===== src/rtl/uart_rx_fifo.sv =====
// uart_rx_fifo: oversampling UART receiver with a 2-flop input synchroniser,
// false-start rejection, per-word parity/framing status and a first-word-fall-through
// receive FIFO with a sticky overrun flag.
module uart_rx_fifo #(
  parameter int NBIT       = 8,
  parameter int CLK_FREQ   = 50000000,
  parameter int BAUDRATE   = 9600,
  parameter int PARITY     = 0,
  parameter int STOP_BITS  = 1,
  parameter int FIFO_DEPTH = 4
) (
  input  logic                          clk,
  input  logic                          reset,
  input  logic                          serial_in,
  input  logic                          rd_en,
  input  logic                          clr_err,
  output logic [NBIT-1:0]               data_out,
  output logic                          data_valid,
  output logic                          parity_err,
  output logic                          frame_err,
  output logic                          overrun,
  output logic [$clog2(FIFO_DEPTH):0]   fifo_count
);

  localparam int BIT_TIME = CLK_FREQ / BAUDRATE;
  localparam int HALF_BIT = BIT_TIME / 2;
  localparam int CNT_W    = $clog2(BIT_TIME);
  localparam int BCNT_W   = $clog2(NBIT + 1);
  localparam int AW       = $clog2(FIFO_DEPTH);
  localparam int ENTRY_W  = NBIT + 2;

  localparam logic [CNT_W-1:0]  CNT_FULL  = CNT_W'(BIT_TIME - 1);
  localparam logic [CNT_W-1:0]  CNT_HALF  = CNT_W'(HALF_BIT - 1);
  localparam logic [BCNT_W-1:0] LAST_DATA = BCNT_W'(NBIT - 1);
  localparam logic [BCNT_W-1:0] LAST_STOP = BCNT_W'(STOP_BITS - 1);
  localparam logic [AW:0]       DEPTH_L   = (AW + 1)'(FIFO_DEPTH);
  localparam logic              ODD       = (PARITY == 2);

  typedef enum logic [2:0] {
    S_IDLE, S_START, S_DATA, S_PARITY, S_STOP, S_PUSH
  } state_t;

  // ---------------------------------------------------------------------------
  // Input synchroniser and falling-edge detector
  // ---------------------------------------------------------------------------
  logic rx_meta_q, rx_s_q, rx_prev_q;
  logic rx_fall;

  // Two-flop synchroniser plus one history flop; preset high to match an idle line.
  always_ff @(posedge clk) begin
    if (reset) begin
      rx_meta_q <= 1'b1;
      rx_s_q    <= 1'b1;
      rx_prev_q <= 1'b1;
    end else begin
      // NOTE: non-blocking assignments make every flop capture the pre-edge value,
      // so the three stages really form a shift chain.
      rx_meta_q <= serial_in;
      rx_s_q    <= rx_meta_q;
      rx_prev_q <= rx_s_q;
    end
  end

  assign rx_fall = rx_prev_q & ~rx_s_q;

  // ---------------------------------------------------------------------------
  // Receive FSM
  // ---------------------------------------------------------------------------
  state_t              state_q, state_d;
  logic [CNT_W-1:0]    cnt_q, cnt_d;
  logic [BCNT_W-1:0]   bit_cnt_q, bit_cnt_d;
  logic [NBIT-1:0]     shift_q, shift_d;
  logic                perr_q, perr_d;
  logic                ferr_q, ferr_d;
  logic                push;

  // Receiver state, baud counter, bit counter, shift register and error flags.
  always_ff @(posedge clk) begin
    if (reset) begin
      state_q   <= S_IDLE;
      cnt_q     <= '0;
      bit_cnt_q <= '0;
      shift_q   <= '0;
      perr_q    <= 1'b0;
      ferr_q    <= 1'b0;
    end else begin
      state_q   <= state_d;
      cnt_q     <= cnt_d;
      bit_cnt_q <= bit_cnt_d;
      shift_q   <= shift_d;
      perr_q    <= perr_d;
      ferr_q    <= ferr_d;
    end
  end

  // Next-state logic: mid-bit sampling driven by the baud counter.
  always_comb begin
    // NOTE: every signal gets a default before the case so no path infers a latch.
    state_d   = state_q;
    cnt_d     = cnt_q;
    bit_cnt_d = bit_cnt_q;
    shift_d   = shift_q;
    perr_d    = perr_q;
    ferr_d    = ferr_q;
    push      = 1'b0;
    unique case (state_q)
      S_IDLE: begin
        if (rx_fall) begin
          state_d = S_START;
          cnt_d   = '0;
        end
      end
      S_START: begin
        if (cnt_q == CNT_HALF) begin
          cnt_d = '0;
          if (rx_s_q) begin
            state_d = S_IDLE;
          end else begin
            state_d   = S_DATA;
            bit_cnt_d = '0;
            perr_d    = 1'b0;
            ferr_d    = 1'b0;
          end
        end else begin
          cnt_d = cnt_q + 1'b1;
        end
      end
      S_DATA: begin
        if (cnt_q == CNT_FULL) begin
          cnt_d   = '0;
          shift_d = {rx_s_q, shift_q[NBIT-1:1]};
          if (bit_cnt_q == LAST_DATA) begin
            bit_cnt_d = '0;
            state_d   = (PARITY != 0) ? S_PARITY : S_STOP;
          end else begin
            bit_cnt_d = bit_cnt_q + 1'b1;
          end
        end else begin
          cnt_d = cnt_q + 1'b1;
        end
      end
      S_PARITY: begin
        if (cnt_q == CNT_FULL) begin
          cnt_d   = '0;
          perr_d  = ((^shift_q) ^ rx_s_q) != ODD;
          state_d = S_STOP;
        end else begin
          cnt_d = cnt_q + 1'b1;
        end
      end
      S_STOP: begin
        if (cnt_q == CNT_FULL) begin
          cnt_d = '0;
          if (!rx_s_q) ferr_d = 1'b1;
          if (bit_cnt_q == LAST_STOP) begin
            bit_cnt_d = '0;
            state_d   = S_PUSH;
          end else begin
            bit_cnt_d = bit_cnt_q + 1'b1;
          end
        end else begin
          cnt_d = cnt_q + 1'b1;
        end
      end
      S_PUSH: begin
        push    = 1'b1;
        state_d = S_IDLE;
      end
      default: state_d = S_IDLE;
    endcase
  end

  // ---------------------------------------------------------------------------
  // FWFT receive FIFO
  // ---------------------------------------------------------------------------
  logic [ENTRY_W-1:0] mem_q [FIFO_DEPTH];
  logic [AW:0]        wr_ptr_q, wr_ptr_d, rd_ptr_q, rd_ptr_d;
  logic [AW:0]        count;
  logic [ENTRY_W-1:0] entry_w, head_q, head_d;
  logic               empty, full, pop, wr_en, ovf;
  logic               overrun_q, overrun_d;

  assign entry_w  = {ferr_q, perr_q, shift_q};
  assign count    = wr_ptr_q - rd_ptr_q;
  assign empty    = (count == '0);
  assign full     = (count == DEPTH_L);
  assign pop      = rd_en & ~empty;
  assign wr_en    = push & (~full | pop);
  assign ovf      = push & full & ~pop;
  assign wr_ptr_d = wr_ptr_q + (AW + 1)'(wr_en);
  assign rd_ptr_d = rd_ptr_q + (AW + 1)'(pop);
  assign overrun_d = (overrun_q & ~clr_err) | ovf;

  // Head register: next head is the word being written when it lands at the read
  // pointer, otherwise the stored entry; holds its value when the FIFO drains.
  always_comb begin
    head_d = head_q;
    if (rd_ptr_d != wr_ptr_d) begin
      if (rd_ptr_d == wr_ptr_q) head_d = entry_w;
      else                      head_d = mem_q[rd_ptr_d[AW-1:0]];
    end
  end

  // Pointers, head register and sticky overrun.
  always_ff @(posedge clk) begin
    if (reset) begin
      wr_ptr_q  <= '0;
      rd_ptr_q  <= '0;
      head_q    <= '0;
      overrun_q <= 1'b0;
    end else begin
      wr_ptr_q  <= wr_ptr_d;
      rd_ptr_q  <= rd_ptr_d;
      head_q    <= head_d;
      overrun_q <= overrun_d;
    end
  end

  // Storage array write port.
  always_ff @(posedge clk) begin
    // NOTE: the array is deliberately not reset; pointers alone define which entries are valid.
    if (wr_en) mem_q[wr_ptr_q[AW-1:0]] <= entry_w;
  end

  assign data_out   = head_q[NBIT-1:0];
  assign parity_err = head_q[NBIT];
  assign frame_err  = head_q[NBIT+1];
  assign data_valid = ~empty;
  assign overrun    = overrun_q;
  assign fifo_count = count;

endmodule


===== config.mk =====
export PLATFORM = sky130hd
export DESIGN_NAME = uart_rx_fifo
export DESIGN_NICKNAME = d
export VERILOG_FILES = /design/src/rtl/uart_rx_fifo.sv
export SDC_FILE = /design/constraint.sdc
export NUM_CORES = 1
export LEC_CHECK = 0
export CORE_MARGIN = 8
export CORE_UTILIZATION = 60
export CTS_BUF_LIST = sky130_fd_sc_hd__clkbuf_8 sky130_fd_sc_hd__clkbuf_16
export DETAILED_ROUTE_END_ITERATION = 6
export GPL_TIMING_DRIVEN = 1
export PLACE_DENSITY = 0.79
export SLEW_MARGIN = 10
export SYNTH_ARGS = -nofsm -noshare
export SYNTH_HDL_FRONTEND = slang
export SYNTH_SLANG_ARGS = --single-unit

===== constraint.sdc =====
create_clock -name clk -period 5.7 [get_ports clk]
set_input_delay 0.855 -clock clk [delete_from_list [all_inputs] [get_ports clk]]
set_output_delay 0.855 -clock clk [all_outputs]
set_load 0.01 [all_outputs]

==> results_dict.tcl <==
set metrics [dict create \
    nFillCells 554 \
    grt_pass1_wl_um 13000 \
    viasPerCell 5.75 \
    final_hold_viol_count 0 \
    synth-simple-area-share_pct 16.8 \
    seqCellArea_um2 2200 \
    die_h_um 100 \
    netlist_area_um2 4250 \
    initial_core_util_pct 62.2 \
    min_path_cells 1 \
    postCtsHoldBufs 0 \
    max_cap_viol_count 0 \
    synth_flop_cell "dfxtp_1" \
    dp.cells 456 \
    synth_top_family_by_area "simple AND/OR/NAND/NOR gates" \
    dpl.hpwl_um 5320 \
    grt_pass1_vias 2707 \
    final-setup-viol-count 0 \
    place.gp.congestion 0.805 \
    synth-edff-count 40 \
    ys_seq_elements 90 \
    cp_max_fo 13 \
    clk_pin_slew_worst_paths_ns 0.09 \
    cts_root_buf "clkbuf_8" \
    cp_data_required_time_ns 5.96 \
    async_flop_share_pct 0 \
    grt_antenna_before_repair 0 \
    crit_arrival_ns 4.01 \
    port-buffer-count 19 \
    finalCriticalPeriod_ns 3.76 \
    grt_setup_unrepaired "false" \
    status "finished clean" \
    ys_warn_count 0 \
    num_rows 30 \
    drv_slew 0 \
    reg2reg_from "wr_ptr_q[0]$_SDFF_PP0_" \
    gr-total-overflow 0 \
    seq_area_frac_synth_pct 51.8 \
    r2r_cells 12 \
    fmax_ghz 0.266 \
    rr_endpoint "head_q[4]$_SDFFE_PP0P_" \
    regToRegSetupSlack_ns 1.94 \
    hold_slack_ns 0.415 \
    mostFrequentLayoutCells "dfxtp_1, edfxtp_1, nor2_1" \
    grt_util_all_layers_pct 16.1 \
    post_cts_buffers 0 \
    boundaryPins 20 \
    critPathCaptureType "register" \
    grt_max_degree 29 \
    ctsHtreeMaxLevel 3 \
    cts_resized 0 \
    instances_no_fill 472 \
    drtPass1Iterations 4 \
    layout.nets 385 \
    die_area_um2 10000 \
    avgSynthCellArea_um2 11.8 \
    hold_class "reg -> reg" \
    cts.sinks 90 \
    slew_headroom_pct 46.7 \
    final_common_cell "dfxtp_1" \
    synth_fa_ha_area_share_pct 2.83 \
    cts-buffers-inserted 9 \
    holdPathEnd "rx_s_q$_SDFF_PP1_" \
    startpoint_type "register" \
    core_area_um2 6830 \
    area_growth_pct 9.54 \
    clock_path_buffers 2 \
    synth-compound-area-share_pct 9.51 \
    first_iter_violations 79 \
    synth_nets 374 \
    p_leak_nw 1.63 \
    synthXorXnorAreaFrac_pct 4.77 \
    drtAntennaViolNets 0 \
    vdd_ir_drop_max_v 0.000132 \
    die_w_um 100 \
    synth_cell_type_count 62 \
    fin_tns_setup_ns 0 \
    postSynthCellCount 360 \
    timing.final.crit_share_pct 65.9 \
    vias 2713 \
    tightest_slew_ns 0.797 \
    routed_wl_um 7460 \
    clock_latency_ns 0.35 \
    wl_per_cell_um 15.8 \
    path_class "reg -> reg" \
    yosys-mux-area-fraction_pct 10.8 \
    skew_ns 0.00784 \
    drive_above_1_share_pct 12.8 \
    multi_input_area_um2 1900 \
    min_from "rx_meta_q$_SDFF_PP1_" \
    power_density_nw_per_um2 336 \
    drc 0 \
    antenna_cells 0 \
    cts_tree "done" \
]
## cells in the mapped netlist (all sizes together) (3+ instances only)
| cell | n | area [µm²] |
|---|---|---|
| nor4b | 4 | 35.0 |
| nor4bb | 3 | 30.0 |
| o21ai | 5 | 25.0 |
| inv | 11 | 41.3 |
| nand2b | 6 | 37.5 |
| clkbuf | 11 | 41.3 |
| a21o | 3 | 22.5 |
| nand3 | 11 | 60.1 |
| buf | 9 | 62.6 |
| xor2 | 7 | 61.3 |
| ha | 8 | 100 |
| nor3b | 3 | 22.5 |
| or2 | 4 | 25.0 |
| a31oi | 10 | 68.8 |
| nand2 | 20 | 82.6 |
| mux2i | 21 | 210 |
| mux4 | 10 | 225 |
| a21oi | 13 | 76.3 |
| nor4 | 5 | 37.5 |
| edfxtp | 40 | 1200 |
| a211oi | 10 | 75.1 |
| nor2 | 32 | 120 |
| and3 | 9 | 56.3 |
| xnor2 | 11 | 96.3 |
| and4bb | 4 | 50.1 |
| nor2b | 5 | 31.3 |
| a22o | 3 | 26.3 |
| nor3 | 4 | 31.3 |
| dfxtp | 50 | 1000 |
## registers in the layout, indices dropped and copies added (netlist names), 3 cells and up
signal / count
cnt_q: 13
bit_cnt_q: 4
head_q: 10
shift_q: 8
state_q: 3
wr_ptr_q: 3
rd_ptr_q: 3
mem_q: 40
## logic make-up after synthesis
group / count (synthesis)
flip-flops: 90
buffers and inverters: 31
XOR/XNOR: 20
AND/OR/NAND/NOR: 122
AO/OA/AOI/OAI: 55
adder cells (fa/ha/maj): 9
multiplexers: 33
## worst max-delay path by stage
stage | start | end | cells after the start
finish | wr_ptr_q[0]$_SDFF_PP0_ | head_q[4]$_SDFFE_PP0P_ | 12
global route | wr_ptr_q[0]$_SDFF_PP0_ | head_q[7]$_SDFFE_PP0P_ | 11
floorplan | wr_ptr_q[0]$_SDFF_PP0_ | head_q[0]$_SDFFE_PP0P_ | 12
detailed placement | wr_ptr_q[0]$_SDFF_PP0_ | head_q[4]$_SDFFE_PP0P_ | 12
global placement | wr_ptr_q[0]$_SDFF_PP0_ | head_q[0]$_SDFFE_PP0P_ | 11
CTS | wr_ptr_q[0]$_SDFF_PP0_ | head_q[4]$_SDFFE_PP0P_ | 12
## power breakdown
part           leakage, nW  total [mW]  internal, mW  switching, mW
clock               0.0951       0.426         0.202          0.224
sequential           0.776       0.711         0.695         0.0160
combinational        0.761       0.428         0.219          0.210
total                 1.63        1.57          1.12          0.449
## per-layer routing
| layer | global-route usage, % | up-vias | share of wire, % |
|---|---|---|---|
| li1 | - | 1357 | - |
| met1 | 20.2 | 1315 | 46 |
| met2 | 26.7 | 32 | 49 |
| met3 | 3.74 | 9 | 3.6 |
| met4 | 5.58 | 0 | 1.3 |
| met5 | 0 | - | 0 |
## through the flow
stage / utilization [%] / area (µm²) / setup WS (ns) / power [mW]
after global routing: 68.1 / 4650 / 1.55 / 1.66
after floorplan: - / 4250 / 2.56 / 1.06
after global placement: 65.3 / 4460 / 2.16 / 1.15
after detailed placement: 65.3 / 4460 / 1.96 / 1.16
after CTS: 68.1 / 4650 / 1.93 / 1.58
final: 68.1 / 4650 / 1.94 / 1.57
## layout make-up
class / instances / share of cell area, %
Timing Repair Buffer: 20 / 4.25
Clock inverter: 7 / 1.45
Sequential cell: 90 / 47.3
Multi-Input combinational cell: 239 / 40.8
Tap cell: 96 / 2.58
Clock buffer: 9 / 2.66
Inverter: 11 / 0.887
## critical path: stages, from the launching register on
cell and delay [ns]:
dfxtp_1 0.40, inv_1 0.08, ha_1 0.21, fa_1 0.38, xor2_1 0.32, nand3_1 0.15, and2_1 0.18, ha_1 0.18
ha_1 0.59, xnor2_1 0.18, nand3_1 0.48, mux2i_1 0.25, a211oi_1 0.25
(Power assumes the default switching activity.)
